File: src/rtl/serial_acc_pkg.sv
// Shared types for the bit-serial accumulator: operation codes, FSM states and default word length.
package serial_acc_pkg;

    localparam int WORD_W_DEFAULT = 36;

    typedef enum logic [1:0] {
        OP_HOLD  = 2'b00,
        OP_CLEAR = 2'b01,
        OP_ADD   = 2'b10,
        OP_SUB   = 2'b11
    } op_e;

    typedef enum logic [1:0] {
        ST_IDLE  = 2'b00,
        ST_ARMED = 2'b01,
        ST_RUN   = 2'b10
    } state_e;

endpackage

File: src/rtl/serial_adder_bit.sv
// One-bit serial full adder with its carry flop; b can be inverted and the carry preset for the first bit.
module serial_adder_bit (
    input  logic clk,
    input  logic rst,
    input  logic en,
    input  logic first,
    input  logic invert,
    input  logic a,
    input  logic b,
    output logic sum,
    output logic carry_in,
    output logic carry_out
);

    logic carry_q;
    logic b_eff;

    // Subtract presets the carry to 1 at bit 0 (two's complement +1), add presets it to 0.
    assign b_eff     = b ^ invert;
    assign carry_in  = first ? invert : carry_q;
    assign sum       = a ^ b_eff ^ carry_in;
    assign carry_out = (a & b_eff) | (a & carry_in) | (b_eff & carry_in);

    always_ff @(negedge clk) begin
        if (rst) begin
            carry_q <= 1'b0;
        end else if (en) begin
            carry_q <= carry_out;
        end
    end

endmodule

File: src/rtl/serial_accumulator.sv
// Bit-serial accumulator: a circulating WORD_W-bit register stepped by one-hot digit pulses on the falling clock edge.
module serial_accumulator
    import serial_acc_pkg::*;
#(
    parameter int WORD_W = WORD_W_DEFAULT
) (
    input  logic              clk,
    input  logic              rst,
    input  logic [WORD_W-1:0] digit_pulse,
    input  logic [1:0]        op,
    input  logic              op_valid,
    input  logic              serial_in,
    output logic              acc_serial_out,
    output logic [WORD_W-1:0] acc_word,
    output logic              busy,
    output logic              done,
    output logic              overflow
);

    state_e            state_q, state_d;
    op_e               op_q, op_d;
    logic [WORD_W-1:0] acc_q;
    logic [WORD_W-1:0] acc_next;
    logic              slot_any, slot_first, slot_last;
    logic              proc, first_bit, complete;
    logic              wr_bit;
    logic              sum, carry_in, carry_out;

    assign slot_any   = |digit_pulse;
    assign slot_first = digit_pulse[0];
    assign slot_last  = digit_pulse[WORD_W-1];

    always_comb begin
        state_d   = state_q;
        op_d      = op_q;
        proc      = 1'b0;
        first_bit = 1'b0;
        complete  = 1'b0;
        case (state_q)
            ST_IDLE: begin
                if (op_valid && (op != OP_HOLD)) begin
                    op_d    = op_e'(op);
                    state_d = ST_ARMED;
                end
            end
            ST_ARMED: begin
                // Wait for a fresh slot 0; the acceptance edge itself never processes.
                if (slot_first) begin
                    proc      = 1'b1;
                    first_bit = 1'b1;
                    state_d   = ST_RUN;
                end
            end
            ST_RUN: begin
                if (slot_any) begin
                    proc = 1'b1;
                    if (slot_last) begin
                        complete = 1'b1;
                        state_d  = ST_IDLE;
                    end
                end
            end
            default: state_d = ST_IDLE;
        endcase
    end

    serial_adder_bit u_adder (
        .clk       (clk),
        .rst       (rst),
        .en        (proc),
        .first     (first_bit),
        .invert    (op_q == OP_SUB),
        .a         (acc_q[0]),
        .b         (serial_in),
        .sum       (sum),
        .carry_in  (carry_in),
        .carry_out (carry_out)
    );

    always_comb begin
        wr_bit = acc_q[0];
        if (proc) begin
            wr_bit = (op_q == OP_CLEAR) ? 1'b0 : sum;
        end
    end

    assign acc_next       = {wr_bit, acc_q[WORD_W-1:1]};
    assign acc_serial_out = acc_q[0];
    assign busy           = (state_q != ST_IDLE);

    always_ff @(negedge clk) begin
        if (rst) begin
            state_q  <= ST_IDLE;
            op_q     <= OP_HOLD;
            acc_q    <= '0;
            acc_word <= '0;
            overflow <= 1'b0;
            done     <= 1'b0;
        end else begin
            state_q <= state_d;
            op_q    <= op_d;
            done    <= complete;
            if (slot_any) begin
                acc_q <= acc_next;
            end
            if (complete) begin
                acc_word <= acc_next;
            end
            // Sign overflow is judged on the top bit: carry into it versus carry out of it.
            if (complete && (op_q == OP_CLEAR)) begin
                overflow <= 1'b0;
            end else if (complete && (carry_in != carry_out)) begin
                overflow <= 1'b1;
            end
        end
    end

endmodule

File: config.mk
export PLATFORM = sky130hd
export DESIGN_NAME = serial_accumulator
export DESIGN_NICKNAME = d
export VERILOG_FILES = /design/src/rtl/serial_acc_pkg.sv /design/src/rtl/serial_adder_bit.sv /design/src/rtl/serial_accumulator.sv
export SDC_FILE = /design/constraint.sdc
export NUM_CORES = 1
export LEC_CHECK = 0
export CORE_UTILIZATION = 30
export DETAILED_ROUTE_END_ITERATION = 8
export PLACE_DENSITY = 0.55
export SETUP_SLACK_MARGIN = 0.2
export SYNTH_ARGS = -nofsm -noshare
export SYNTH_HDL_FRONTEND = slang
export SYNTH_SLANG_ARGS = --single-unit
File: constraint.sdc
create_clock -name clk -period 2.4 [get_ports clk]
set_clock_uncertainty 0.15 [all_clocks]
set_input_delay 0.48 -clock clk [delete_from_list [all_inputs] [get_ports clk]]
set_output_delay 0.48 -clock clk [all_outputs]
set_load 0.005 [all_outputs]
[Word level (Yosys, flattened, before mapping)]
Cells that the tools add are included.
Storage, ports and cells
  bits in registers: 79
  input port bits: 42
  logic and storage cells: 49
Cells by class
  equal/unequal tests: 9
  muxes and demuxes: 15
  bitwise logic cells: 8
  reductions and logical operators: 10
Operators by type and width (count)
  OR reduction 36 bit: 1
  2-to-1 mux 1 bit: 9
  2-to-1 mux 2 bit: 4
  != test 2 bit (second input constant): 4
  one-hot mux 2 bit (3 select lines): 1
  equality test 2 x 1 -> 1 bit (second input constant): 2
  equality test 2 bit (second input constant): 2
  AND reduction 4 bit: 1
  nonzero test 2 bit: 2
  bitwise AND 1 bit: 3
  logical AND 1 bit: 3
  bitwise XOR 1 bit: 3
  logical NOT 2 bit: 1
  bitwise OR 1 bit: 2
  one-hot mux 1 bit (2 select lines): 1
  AND reduction 2 bit: 1
  OR reduction 2 bit: 1
  != test 1 bit: 1

[Logic depth before layout (Yosys ltp)]
Gate-level depths: netlist of run 1.
  word-level depth: 8
  depth in mapped cells: 9
  depth with buffers taken out: 9

[Hierarchy]
Synthesis of run 1 repeated with hierarchy kept, for this count alone.
Second synthesis, totals
  cells, all modules: 340
  area total of the unflattened synthesis: 3195.6 µm²
Modules (own cells, without submodules)
  serial_accumulator: times used 1, cells each 329, area an instance 3106.7 µm², sequential area each 1561.5 µm²
  serial_adder_bit: times used 1, cells each 11, area an instance 88.8 µm², sequential area each 20.0 µm²

==> metrics.yaml, run 1 <==
status:
  run_status: "finished, violations left"
  failed_checks: "setup timing"
cells_and_area:
  synthToLayoutAreaGrowth_pct: 89.6
  filler_cell_count_in_the_final_layout: 914
  multiInputGateArea_mm2: 0.00208
  antenna_cells_inserted: 0
  area_used_by_sequential_logic_in_the_layout_mm2: 0.00163
  final_layout_size_suffix_gt1_share_pct: 54.0
  design.final.nets: 633
logic_synthesis:
  synth_most_common_cell: "sky130_fd_sc_hd__dfxtp_1"
  synth-edff-count: 0
  ys.warnings.count: 0
  most_area_hungry_cell_type_in_the_yosys_netlist: "sky130_fd_sc_hd__dfxtp_1"
  post_synth_most_frequent_cells: "sky130_fd_sc_hd__dfxtp_1, sky130_fd_sc_hd__nand2_1, sky130_fd_sc_hd__nand2b_1"
  synthDominantCellAreaShare_pct: 48.8
  netlist_instances: 351
  synth_ff_type: "sky130_fd_sc_hd__dfxtp_1"
  synthArstFlopShare_pct: 0
  ys_seq_elements: 79
  netlist-cell-type-count: 38
  syn-mean-instance-area_um2: 9.23
  seq_area_frac_synth_pct: 48.8
  synth.net_count: 398
  post_synth_instance_area_mm2: 0.00324
  ranking_of_synthesized_cells_by_area: "sky130_fd_sc_hd__dfxtp_1, sky130_fd_sc_hd__mux2i_1, sky130_fd_sc_hd__nand2_1"
floorplanning:
  start_util_pct: 31.1
  die_width_um: 106
  design.portCount: 82
  fp.dieArea_mm2: 0.0112
  std_cell_rows: 37
  vertical_die_dimension_um: 106
  core_outline_area_mm2: 0.0104
drt:
  drtAntennaViolNets: 0
  totalWireLength_um: 9940
  drt_drc_violations_left: 0
  via_count: 3329
  detailed_routing_iterations_pass_1: 4
  detail_route.vias_per_cell: 4.58
  drtIter0Drc: 103
  avgRoutedWirePerCell_um: 13.7
worst_setup_path:
  path_class: "in -> reg"
  slowest_delay_ns: 0.53
  ff2ff_setup_slack_ns: -0.05
  crit_path_top_delay_cell: "sky130_fd_sc_hd__fa_2"
  endpoint_class_of_the_critical_path: "register"
  worst_setup_path_start_kind: "primary input"
  timing.critical_path.buf_inv: 2
  timing.critical_path.cells: "buf_8 -> and4_1 -> or2_4 -> fa_2 -> inv_2 -> o21ai_2 -> a311oi_1 -> a2111oi_1"
  critPathMaxFanout: 4
  worstPathArrival_ns: 1.98
  cp.required_ns: 1.33
  cpLargestDelayFamily: "adder cells"
global_routing:
  grt_util_all_layers_pct: 17.6
  number_of_antenna_violations_at_the_first_check_in_global_routing: 0
  grt_first_pass_wirelength_um: 15600
  via_count_of_the_first_global_routing_pass: 3498
  grt_overflow: 0
  largest_net_degree_at_the_start_of_global_routing: 29
timing:
  fin_worst_hold_slack_ns: 0.295
  setup_total_negative_slack_ns: -26.54
  timing.final.ws_setup_ns: -0.645
  timing.final.hold_violations: 0
  slew_at_the_pin_closest_to_its_max_slew_limit_ns: 0.370
  finalSetupViolations: 87
  timing_max_transition_violations_final: 0
  setup_repair_after_global_routing_missed_its_margin: "yes"
  slew-limit-headroom_pct: 75.3
power_and_ir_drop:
  power_share_of_the_clock_group_pct: 48.4
  internal_power_w: 0.00221
  pwr-share-seq_pct: 40.5
  p_per_area_mw_per_mm2: 536
  power.leakage_nw: 3.10
  power.net_switching_w: 0.00108
  power_share_of_the_combinational_group_pct: 11.0
  worst_ir_drop_vdd_uv: 313
  netSwitchingFraction_pct: 32.8
clock_tree:
  cts_buffers: 9
  cts.htree.levels: 3
  cts_hold_buf: 0
  cts_tree: "yes"
  clock_path_buffers: 2
  ctsRootBufferMaster: "sky130_fd_sc_hd__clkbuf_8"
  clock-sinks: 79
  clk_pin_slew_ns: 0.04
  clkLatencyLatePin_ns: 0.41
min_path:
  hold_class: "reg -> reg"
place:
  dpl.hpwl_um: 5410
  place.port_buffers: 81
  finalWeightedCongestion: 0.746
job:
  cap_viol_max_count: 0
## final timing paths
path / depth (start not counted) / startpoint / to
hold / removal: 2 / acc_q[17]$_SDFFE_NP0N_ / acc_word[16]$_SDFFE_NP0P_
hold reg to reg: 2 / acc_q[17]$_SDFFE_NP0N_ / acc_word[16]$_SDFFE_NP0P_
setup reg to reg: 10 / state_q[1]$_SDFFE_NP0P_ / acc_word[35]$_SDFFE_NP0P_
setup / recovery: 8 / digit_pulse[0] / acc_word[35]$_SDFFE_NP0P_
## registers in the layout, indices dropped and copies added, names as in the netlist
register,count
overflow,1
acc_word,36
done,1
op_q,2
acc_q,36
state_q,2
u_adder.carry_q,1
## layer usage
layer	track usage [%]	part of all wire [%]
met1	20.9	45
met2	28.6	50
met3	6.19	3.2
met4	8.13	1.3
met5	0	0
## worst register-to-register path: stages (launching register included)
cell	delay, ns
sky130_fd_sc_hd__dfxtp_2	0.32
sky130_fd_sc_hd__inv_2	0.05
sky130_fd_sc_hd__buf_4	0.13
sky130_fd_sc_hd__ha_1	0.22
sky130_fd_sc_hd__and4_1	0.21
sky130_fd_sc_hd__or2_4	0.23
sky130_fd_sc_hd__fa_2	0.53
sky130_fd_sc_hd__inv_2	0.04
sky130_fd_sc_hd__o21ai_2	0.10
sky130_fd_sc_hd__a311oi_1	0.05
sky130_fd_sc_hd__a2111oi_1	0.31
## stage by stage
step	instances	worst slack [ns]	cell area [µm²]	utilization (%)	total power, W
after floorplan	351	-0.938	3580	-	0.00168
after global placement	584	-1.49	4640	44.5	0.00183
after detailed placement	584	-1.50	4640	44.5	0.00183
after CTS	709	-0.693	5650	54.3	0.00330
after global routing	727	-0.686	6140	59.0	0.00355
final	727	-0.645	6140	59.0	0.00329
## cells in the final DEF, fill, tap and decap left out, types with 13 or more instances in the layout
cell                       instances
sky130_fd_sc_hd__inv_1            79
sky130_fd_sc_hd__buf_4            46
sky130_fd_sc_hd__dfxtp_2          39
sky130_fd_sc_hd__dfxtp_1          39
sky130_fd_sc_hd__nand2b_1         37
sky130_fd_sc_hd__buf_6            37
sky130_fd_sc_hd__mux2i_1          36
sky130_fd_sc_hd__nand2_1          35
sky130_fd_sc_hd__a21oi_2          34
sky130_fd_sc_hd__buf_2            32
sky130_fd_sc_hd__nand2_4          23
sky130_fd_sc_hd__nand2_2          17
sky130_fd_sc_hd__buf_12           13
## power groups by stage
stage / logic (W) / registers (W) / clock network [W]
after detailed placement: 0.000276 / 0.00135 / 0.000202
after global placement: 0.000273 / 0.00135 / 0.000202
after floorplan: 0.000128 / 0.00135 / 0.000202
final: 0.000363 / 0.00133 / 0.00159
after CTS: 0.000319 / 0.00133 / 0.00165
after global routing: 0.000389 / 0.00133 / 0.00183
## layout make-up
| class | count | share of cell area [%] |
|---|---|---|
| clock buffer | 9 | 2.02 |
| clock inverter | 86 | 6.29 |
| inverter | 4 | 0.244 |
| multi-input combinational | 247 | 33.9 |
| sequential | 79 | 26.6 |
| tap | 136 | 2.77 |
| timing repair buffer | 166 | 28.2 |
## logic make-up after synthesis
logic type | share of synthesized area [%]
and+or+nand+nor | 23.3
DFF | 48.8
AOI/OAI and AO/OA | 9.35
muxes | 11.4
buffers and inverters | 4.64
adders and majority gates | 2.16
xor gates and xnor gates | 0.270
## what timing repair did
item,in CTS,in global routing
pin swaps,41,44
gates cloned,11,1
resized for setup,358,117
endpoints found under the setup margin,119,118
buffers inserted,20,17
endpoints found under the hold margin,0,0
Note: power is estimated with default switching activity, not from simulation.
==> run 2, diff against run 1 <==
--- a/config.mk
+++ b/config.mk
@@ -5,9 +5,10 @@
 export SDC_FILE = /design/constraint.sdc
 export NUM_CORES = 1
 export LEC_CHECK = 0
+export CORE_ASPECT_RATIO = 1.2
 export CORE_UTILIZATION = 30
 export DETAILED_ROUTE_END_ITERATION = 8
-export PLACE_DENSITY = 0.55
+export PLACE_DENSITY_LB_ADDON = 0.25
 export SETUP_SLACK_MARGIN = 0.2
 export SYNTH_ARGS = -nofsm -noshare
 export SYNTH_HDL_FRONTEND = slang
==> run 2 against run 1 <==
The flow still finishes with violations (setup timing). Count of clock-buffer cells in the layout is the same. Non-clock buffer count shrank 17. Die area is essentially flat. Sequential power is essentially flat. Sequential share of layout area grew 0.56 points. Sequential cell count is the same. First-iteration DRC count shrank 11%. Largest cell class unchanged. Highest routed layer unchanged.
==> metrics.yaml, run 2 (synthesis gave the netlist of run 1 again) <==
cells_and_area:
  largestRegisters: "acc_q (36), acc_word (36)"
  commonest_non_fill_non_tap_cells_in_the_layout: "sky130_fd_sc_hd__inv_1, sky130_fd_sc_hd__dfxtp_2, sky130_fd_sc_hd__buf_4"
  antenna_cells_inserted: 0  # unchanged
  final_layout_size_suffix_gt1_share_pct: 51.6  # -2.4 points
  synthToLayoutAreaGrowth_pct: 85.6
  post-route-cell-area_mm2: 0.00601  # -2.1%
  commonest_non_fill_non_tap_cell_in_the_layout: "sky130_fd_sc_hd__inv_1"
  design.final.nets: 616  # -2.7%
  finalCoreUtilization_pct: 57.2  # -1.8 points
floorplanning:
  core_outline_area_mm2: 0.0105  # +0.96%
  fp.dieArea_mm2: 0.0112  # about the same
  vertical_die_dimension_um: 116  # +9.4%
  std_cell_rows: 41  # +11%
  start_util_pct: 30.8  # -0.30 points
  die_width_um: 96.9  # -8.5%
  design.portCount: 82  # unchanged
timing:
  timing.final.hold_violations: 0  # unchanged
  timing_max_transition_violations_final: 0  # unchanged
  fin_worst_hold_slack_ns: 0.297  # +0.00188 ns
  finalSetupViolations: 79  # -9.2%
  setup_repair_after_global_routing_missed_its_margin: "yes"
  slew_at_the_pin_closest_to_its_max_slew_limit_ns: 0.351  # -0.0189 ns
  timing.final.ws_setup_ns: -0.593  # +0.0519 ns
  setup_total_negative_slack_ns: -25.76  # +0.781 ns
  slew-limit-headroom_pct: 76.6  # +1.3 points
clock_tree:
  clock_path_buffers: 2  # unchanged
  clkLatencyLatePin_ns: 0.40  # about the same
  clk_pin_slew_ns: 0.03  # about the same
  cts_tree: "yes"
  cts_buffers: 9  # unchanged
  cts.htree.levels: 3  # unchanged
  ctsRootBufferMaster: "sky130_fd_sc_hd__clkbuf_16"
  clock-sinks: 79  # unchanged
global_routing:
  largest_net_degree_at_the_start_of_global_routing: 20  # -31%
  number_of_antenna_violations_at_the_first_check_in_global_routing: 0  # unchanged
  grt_util_all_layers_pct: 17.3  # -0.35 points
  via_count_of_the_first_global_routing_pass: 3420  # -2.2%
  grt_overflow: 0  # unchanged
  grt_first_pass_wirelength_um: 15400  # -1.1%
worst_setup_path:
  cp.required_ns: 1.36  # +0.03 ns
  ff2ff_setup_slack_ns: 0.03  # +0.08 ns
  worstSetupEndpoint: "acc_q[35]$_SDFFE_NP0N_"
  endpoint_class_of_the_critical_path: "register"
  path_class: "in -> reg"
  crit_path_top_delay_cell: "sky130_fd_sc_hd__fa_2"
  cp-startpoint: "digit_pulse[0]"
  critical_path.most_common_cell: "sky130_fd_sc_hd__buf_6"
  worstPathArrival_ns: 1.95  # -0.03 ns
  critPathMaxFanout: 3  # -1
  timing.rr.start: "state_q[1]$_SDFFE_NP0P_"
  slowest_delay_ns: 0.53  # about the same
  worst-r2r-cell-count: 11  # +1
  worst_setup_path_start_kind: "primary input"
  r2r-end: "acc_q[35]$_SDFFE_NP0N_"
  cpLargestDelayFamily: "adder cells"
  timing.critical_path.buf_inv: 3  # +1
  timing.critical_path.cells: "buf_6 -> and4_1 -> or2_4 -> fa_2 -> inv_2 -> buf_6 -> nor2_2 -> mux2i_1 -> a211oi_2"
  critical_path_depth: 9  # +1
power_and_ir_drop:
  pwr-share-seq_pct: 36.8  # -3.7 points
  power.net_switching_w: 0.00111  # +2.8%
  power_share_of_the_combinational_group_pct: 9.2  # -1.8 points
  worst_ir_drop_vdd_uv: 296  # -5.5%
  power.leakage_nw: 3.22  # +3.7%
  netSwitchingFraction_pct: 30.5  # -2.3 points
  p_per_area_mw_per_mm2: 605  # +13%
  internal_power_w: 0.00252  # +14%
  power_share_of_the_clock_group_pct: 54.0  # +5.6 points
drt:
  totalWireLength_um: 9540  # -4.0%
  drtIter0Drc: 92  # -11%
  drt_drc_violations_left: 0  # unchanged
  drtAntennaViolNets: 0  # unchanged
  detailed_routing_iterations_pass_1: 4  # unchanged
  avgRoutedWirePerCell_um: 13.6  # -0.68%
  via_count: 3287  # -1.3%
  detail_route.vias_per_cell: 4.68  # +2.1%
job:
  cap_viol_max_count: 0  # unchanged
place:
  place.port_buffers: 81  # unchanged
  dpl-instance-area_mm2: 0.00461  # -0.62%
  dpl.hpwl_um: 5450  # +0.82%
  dpl_worst_slack_ns: -1.49  # +0.0107 ns
  finalWeightedCongestion: 0.699  # -6.2%
status:
  run_status: "finished, violations left"
  failed_checks: "setup timing"
min_path:
  hold_class: "reg -> reg"
-- run 2: cell types whose count changed in the layout (fill, tap and decap cells not counted), moves of 6 or more --
cell / delta
sky130_fd_sc_hd__clkbuf_2: -12
sky130_fd_sc_hd__clkbuf_8: -9
sky130_fd_sc_hd__clkbuf_16: +8
sky130_fd_sc_hd__nand2_2: -6
-- run 2: per-stage QoR --
step,total power [W],cells
final,0.00364,703
after global routing,0.00388,703
after CTS,0.00369,698
after detailed placement,0.00182,576
after global placement,0.00182,576
after floorplan,0.00168,351
-- run 2: worst min-delay path, stage by stage, from the launching register on --
cell and delay, ns:
sky130_fd_sc_hd__dfxtp_1 0.31, sky130_fd_sc_hd__nand2_2 0.06, sky130_fd_sc_hd__a21oi_2 0.04
-- run 2: final cells by class --
cell class | instances | area (µm²)
clock buffer | 9 | 225
clock inverter | 86 | 389
fill | 941 | 4500
inverter | 4 | 17.5
multi-input combinational | 247 | 2070
sequential | 79 | 1630
tap | 129 | 161
timing repair buffer | 149 | 1520
-- run 2: power by group through the flow --
stage	Clock (W)	Sequential (W)	Combinational, W
3_3_place_gp	0.000202	0.00135	0.000264
4_1_cts	0.00203	0.00134	0.000325
6_report	0.00196	0.00134	0.000336
5_1_grt	0.00219	0.00133	0.000359
2_1_floorplan	0.000202	0.00135	0.000128
3_5_place_dp	0.000202	0.00135	0.000267
-- run 2: what timing repair did --
action,4_1_cts,5_1_grt
buffers inserted,18,5
setup endpoints to repair,119,117
pin swaps,37,21
gates resized for setup,432,45
gates cloned,10,0
hold buffers,0,0
-- run 2: worst min path at each step --
stage / start / endpoint / slack, ns / cells past startpoint
after CTS: acc_word[32]$_SDFFE_NP0P_ / acc_word[32]$_SDFFE_NP0P_ / 0.30 / 2
final: acc_q[14]$_SDFFE_NP0N_ / acc_word[13]$_SDFFE_NP0P_ / 0.30 / 2
after detailed placement: acc_word[0]$_SDFFE_NP0P_ / acc_word[0]$_SDFFE_NP0P_ / 0.30 / 2
after global routing: acc_q[19]$_SDFFE_NP0N_ / acc_word[18]$_SDFFE_NP0P_ / 0.30 / 2
after global placement: acc_word[4]$_SDFFE_NP0P_ / acc_word[4]$_SDFFE_NP0P_ / 0.29 / 2
after floorplan: acc_q[8]$_SDFFE_NP0N_ / acc_word[7]$_SDFFE_NP0P_ / 0.29 / 2
-- run 2: routing by layer --
metal  share of wire (%)  GRT usage (%)
met5                   0              0
met4                 1.7           9.85
met3                 3.0           6.51
met2                  53           30.6
met1                  42           17.7
==> run 3, diff against run 2 <==
--- a/config.mk
+++ b/config.mk
@@ -6,7 +6,7 @@
 export NUM_CORES = 1
 export LEC_CHECK = 0
 export CORE_ASPECT_RATIO = 1.2
-export CORE_UTILIZATION = 30
+export CORE_UTILIZATION = 44
 export DETAILED_ROUTE_END_ITERATION = 8
 export PLACE_DENSITY_LB_ADDON = 0.25
 export SETUP_SLACK_MARGIN = 0.2
==> run 3 against run 2 <==
Non-clock buffer count decreased by 6. The run still ends with setup timing left. Combinational power is 2% lower. Global-route usage increased by 6.3 points. Total power down 8.3%. Sequential share of layout area up 0.91 points. Cell count down 6.8%. First-iteration DRC count grew 64%. Register-to-register slack lost 0.25 ns. Core utilization rose by 26 points. Count of clock-buffer cells in the layout did not move. Clock power down 15%.
==> metrics.yaml, run 3 (synthesis gave the netlist of run 1 again) <==
timing:
  setup_total_negative_slack_ns: -31.39  # -5.63 ns
  timing.final.hold_violations: 0  # unchanged
  slew-limit-headroom_pct: 68.4  # -8.2 points
  timing.final.ws_setup_ns: -0.711  # -0.118 ns
  finalSetupViolations: 79  # unchanged
  slew_at_the_pin_closest_to_its_max_slew_limit_ns: 0.473  # +0.122 ns
  setup_repair_after_global_routing_missed_its_margin: "yes"
  timing_max_transition_violations_final: 0  # unchanged
global_routing:
  grt_overflow: 0  # unchanged
  grt_util_all_layers_pct: 23.6  # +6.3 points
  largest_net_degree_at_the_start_of_global_routing: 40  # +100%
  via_count_of_the_first_global_routing_pass: 3409  # -0.32%
  number_of_antenna_violations_at_the_first_check_in_global_routing: 0  # unchanged
  grt_first_pass_wirelength_um: 14100  # -8.9%
clock_tree:
  clk_pin_slew_ns: 0.05  # +0.02 ns
  cts_tree: "yes"
  ctsRootBufferMaster: "sky130_fd_sc_hd__clkbuf_8"
  clkLatencyLatePin_ns: 0.44  # +0.04 ns
  clock-sinks: 79  # unchanged
  cts.htree.levels: 3  # unchanged
  cts_buffers: 9  # unchanged
  clock_path_buffers: 2  # unchanged
drt:
  via_count: 3497  # +6.4%
  avgRoutedWirePerCell_um: 17.1  # +26%
  drt_drc_violations_left: 0  # unchanged
  totalWireLength_um: 11200  # +17%
  detail_route.vias_per_cell: 5.34  # +14%
  drtAntennaViolNets: 0  # unchanged
  detailed_routing_iterations_pass_1: 4  # unchanged
  drtIter0Drc: 151  # +64%
floorplanning:
  fp.dieArea_mm2: 0.00771  # -31%
  die_width_um: 80.3  # -17%
  design.portCount: 82  # unchanged
  vertical_die_dimension_um: 96.0  # -17%
  core_outline_area_mm2: 0.00698  # -34%
  start_util_pct: 46.4  # +16 points
  std_cell_rows: 33  # -20%
job:
  cap_viol_max_count: 0  # unchanged
worst_setup_path:
  worst-r2r-cell-count: 11  # unchanged
  cp.required_ns: 1.34  # -0.02 ns
  timing.rr.start: "state_q[1]$_SDFFE_NP0P_"
  endpoint_class_of_the_critical_path: "register"
  path_class: "in -> reg"
  worst_setup_path_start_kind: "primary input"
  critPathMaxFanout: 3  # unchanged
  r2r-end: "acc_word[35]$_SDFFE_NP0P_"
  worstPathArrival_ns: 2.05  # +0.10 ns
  ff2ff_setup_slack_ns: -0.22  # -0.25 ns
status:
  run_status: "finished, violations left"
  failed_checks: "setup timing"
min_path:
  worst_hold_path.num_cells: 2  # unchanged
  hold_class: "reg -> reg"
  min_to: "acc_word[3]$_SDFFE_NP0P_"
  worstHoldStart: "acc_word[3]$_SDFFE_NP0P_"
cells_and_area:
  design.final.nets: 610  # -0.97%
  commonest_non_fill_non_tap_cell_in_the_layout: "sky130_fd_sc_hd__inv_1"
  commonest_non_fill_non_tap_cells_in_the_layout: "sky130_fd_sc_hd__inv_1, sky130_fd_sc_hd__nand2_1, sky130_fd_sc_hd__dfxtp_2, sky130_fd_sc_hd__dfxtp_1, sky130_fd_sc_hd__buf_4"
  finalCoreUtilization_pct: 83.3  # +26 points
  filler_cell_count_in_the_final_layout: 362  # -62%
  post_layout_nonfiller_instances: 655  # -6.8%
  synthToLayoutAreaGrowth_pct: 79.4
  largestRegisters: "acc_q (36), acc_word (36)"
  antenna_cells_inserted: 0  # unchanged
  final_layout_size_suffix_gt1_share_pct: 50.9  # -0.69 points
power_and_ir_drop:
  p_per_area_mw_per_mm2: 573  # -5.2%
  power.leakage_nw: 3.27  # +1.5%
  worst_ir_drop_vdd_uv: 463  # +56%
place:
  numPlacedInstances: 534  # -7.3%
  dpl.hpwl_um: 5110  # -6.2%
  place.port_buffers: 81  # unchanged
  finalWeightedCongestion: 0.830  # +19%
==> run 3: changes by cell type in the layout (fill, tap and decap cells not counted), moves of 5 or more <==
cell	change
sky130_fd_sc_hd__buf_16	-6
sky130_fd_sc_hd__buf_6	-11
sky130_fd_sc_hd__clkbuf_16	-6
sky130_fd_sc_hd__clkbuf_2	+5
sky130_fd_sc_hd__clkbuf_8	+9
sky130_fd_sc_hd__dlygate4sd2_1	+8
sky130_fd_sc_hd__nand2_2	-11
sky130_fd_sc_hd__nand2_4	+10
==> run 3: timing repair <==
action	4_1_cts	5_1_grt
endpoints found under the setup margin	119	119
hold endpoints to repair	0	0
pin swaps	24	47
gates cloned	4	4
hold buffers	0	0
buffers inserted	12	7
resized for setup	290	161
==> run 3: area by class of cell <==
cell class	count	area (µm²)	share of cell area, %
sequential	79	1630	28.1
inverter	4	15.0	0.258
clock inverter	86	377	6.48
timing repair buffer	143	1400	24.0
tap	87	109	1.87
clock buffer	9	124	2.13
multi-input combinational	247	2160	37.2
==> run 3: worst max-delay path by stage <==
stage	slack, ns	end	from
detailed placement	-1.48	acc_word[35]$_SDFFE_NP0P_	digit_pulse[0]
global placement	-1.47	acc_word[35]$_SDFFE_NP0P_	digit_pulse[0]
global route	-0.77	acc_q[35]$_SDFFE_NP0N_	digit_pulse[0]
floorplan	-0.94	acc_word[35]$_SDFFE_NP0P_	digit_pulse[0]
CTS	-0.80	acc_word[35]$_SDFFE_NP0P_	digit_pulse[0]
finish	-0.71	acc_word[35]$_SDFFE_NP0P_	digit_pulse[0]
==> run 3: through the flow <==
step / power, W / instance area, µm² / hold slack, ns / worst slack (ns)
after global placement: 0.00182 / 4540 / 0.288 / -1.47
after floorplan: 0.00168 / 3580 / 0.287 / -0.938
final: 0.00333 / 5810 / 0.298 / -0.711
after detailed placement: 0.00183 / 4540 / 0.294 / -1.48
after global routing: 0.00351 / 5810 / 0.316 / -0.769
after CTS: 0.00319 / 5120 / 0.294 / -0.798
==> run 3: power by group <==
part | internal [W] | switching (W)
registers | 0.00133 | 0.00000671
logic | 0.000170 | 0.000159
clock network | 0.000671 | 0.00100
total | 0.00217 | 0.00117
==> run 3: layer usage <==
metal	global-route usage [%]	up-vias	part of all wire (%)
li1	-	1627	-
met3	9.38	36	4.5
met1	23.4	1708	38
met4	10.9	0	2.6
met5	0	-	0
met2	43.2	126	55
==> run 3: worst max-delay path, cell delays in order <==
cell and delay [ns]:
sky130_fd_sc_hd__buf_6 0.10, sky130_fd_sc_hd__and4_4 0.13, sky130_fd_sc_hd__or2_4 0.22, sky130_fd_sc_hd__fa_2 0.54, sky130_fd_sc_hd__inv_2 0.05, sky130_fd_sc_hd__o21ai_2 0.13, sky130_fd_sc_hd__a311oi_2 0.06, sky130_fd_sc_hd__a2111oi_1 0.33
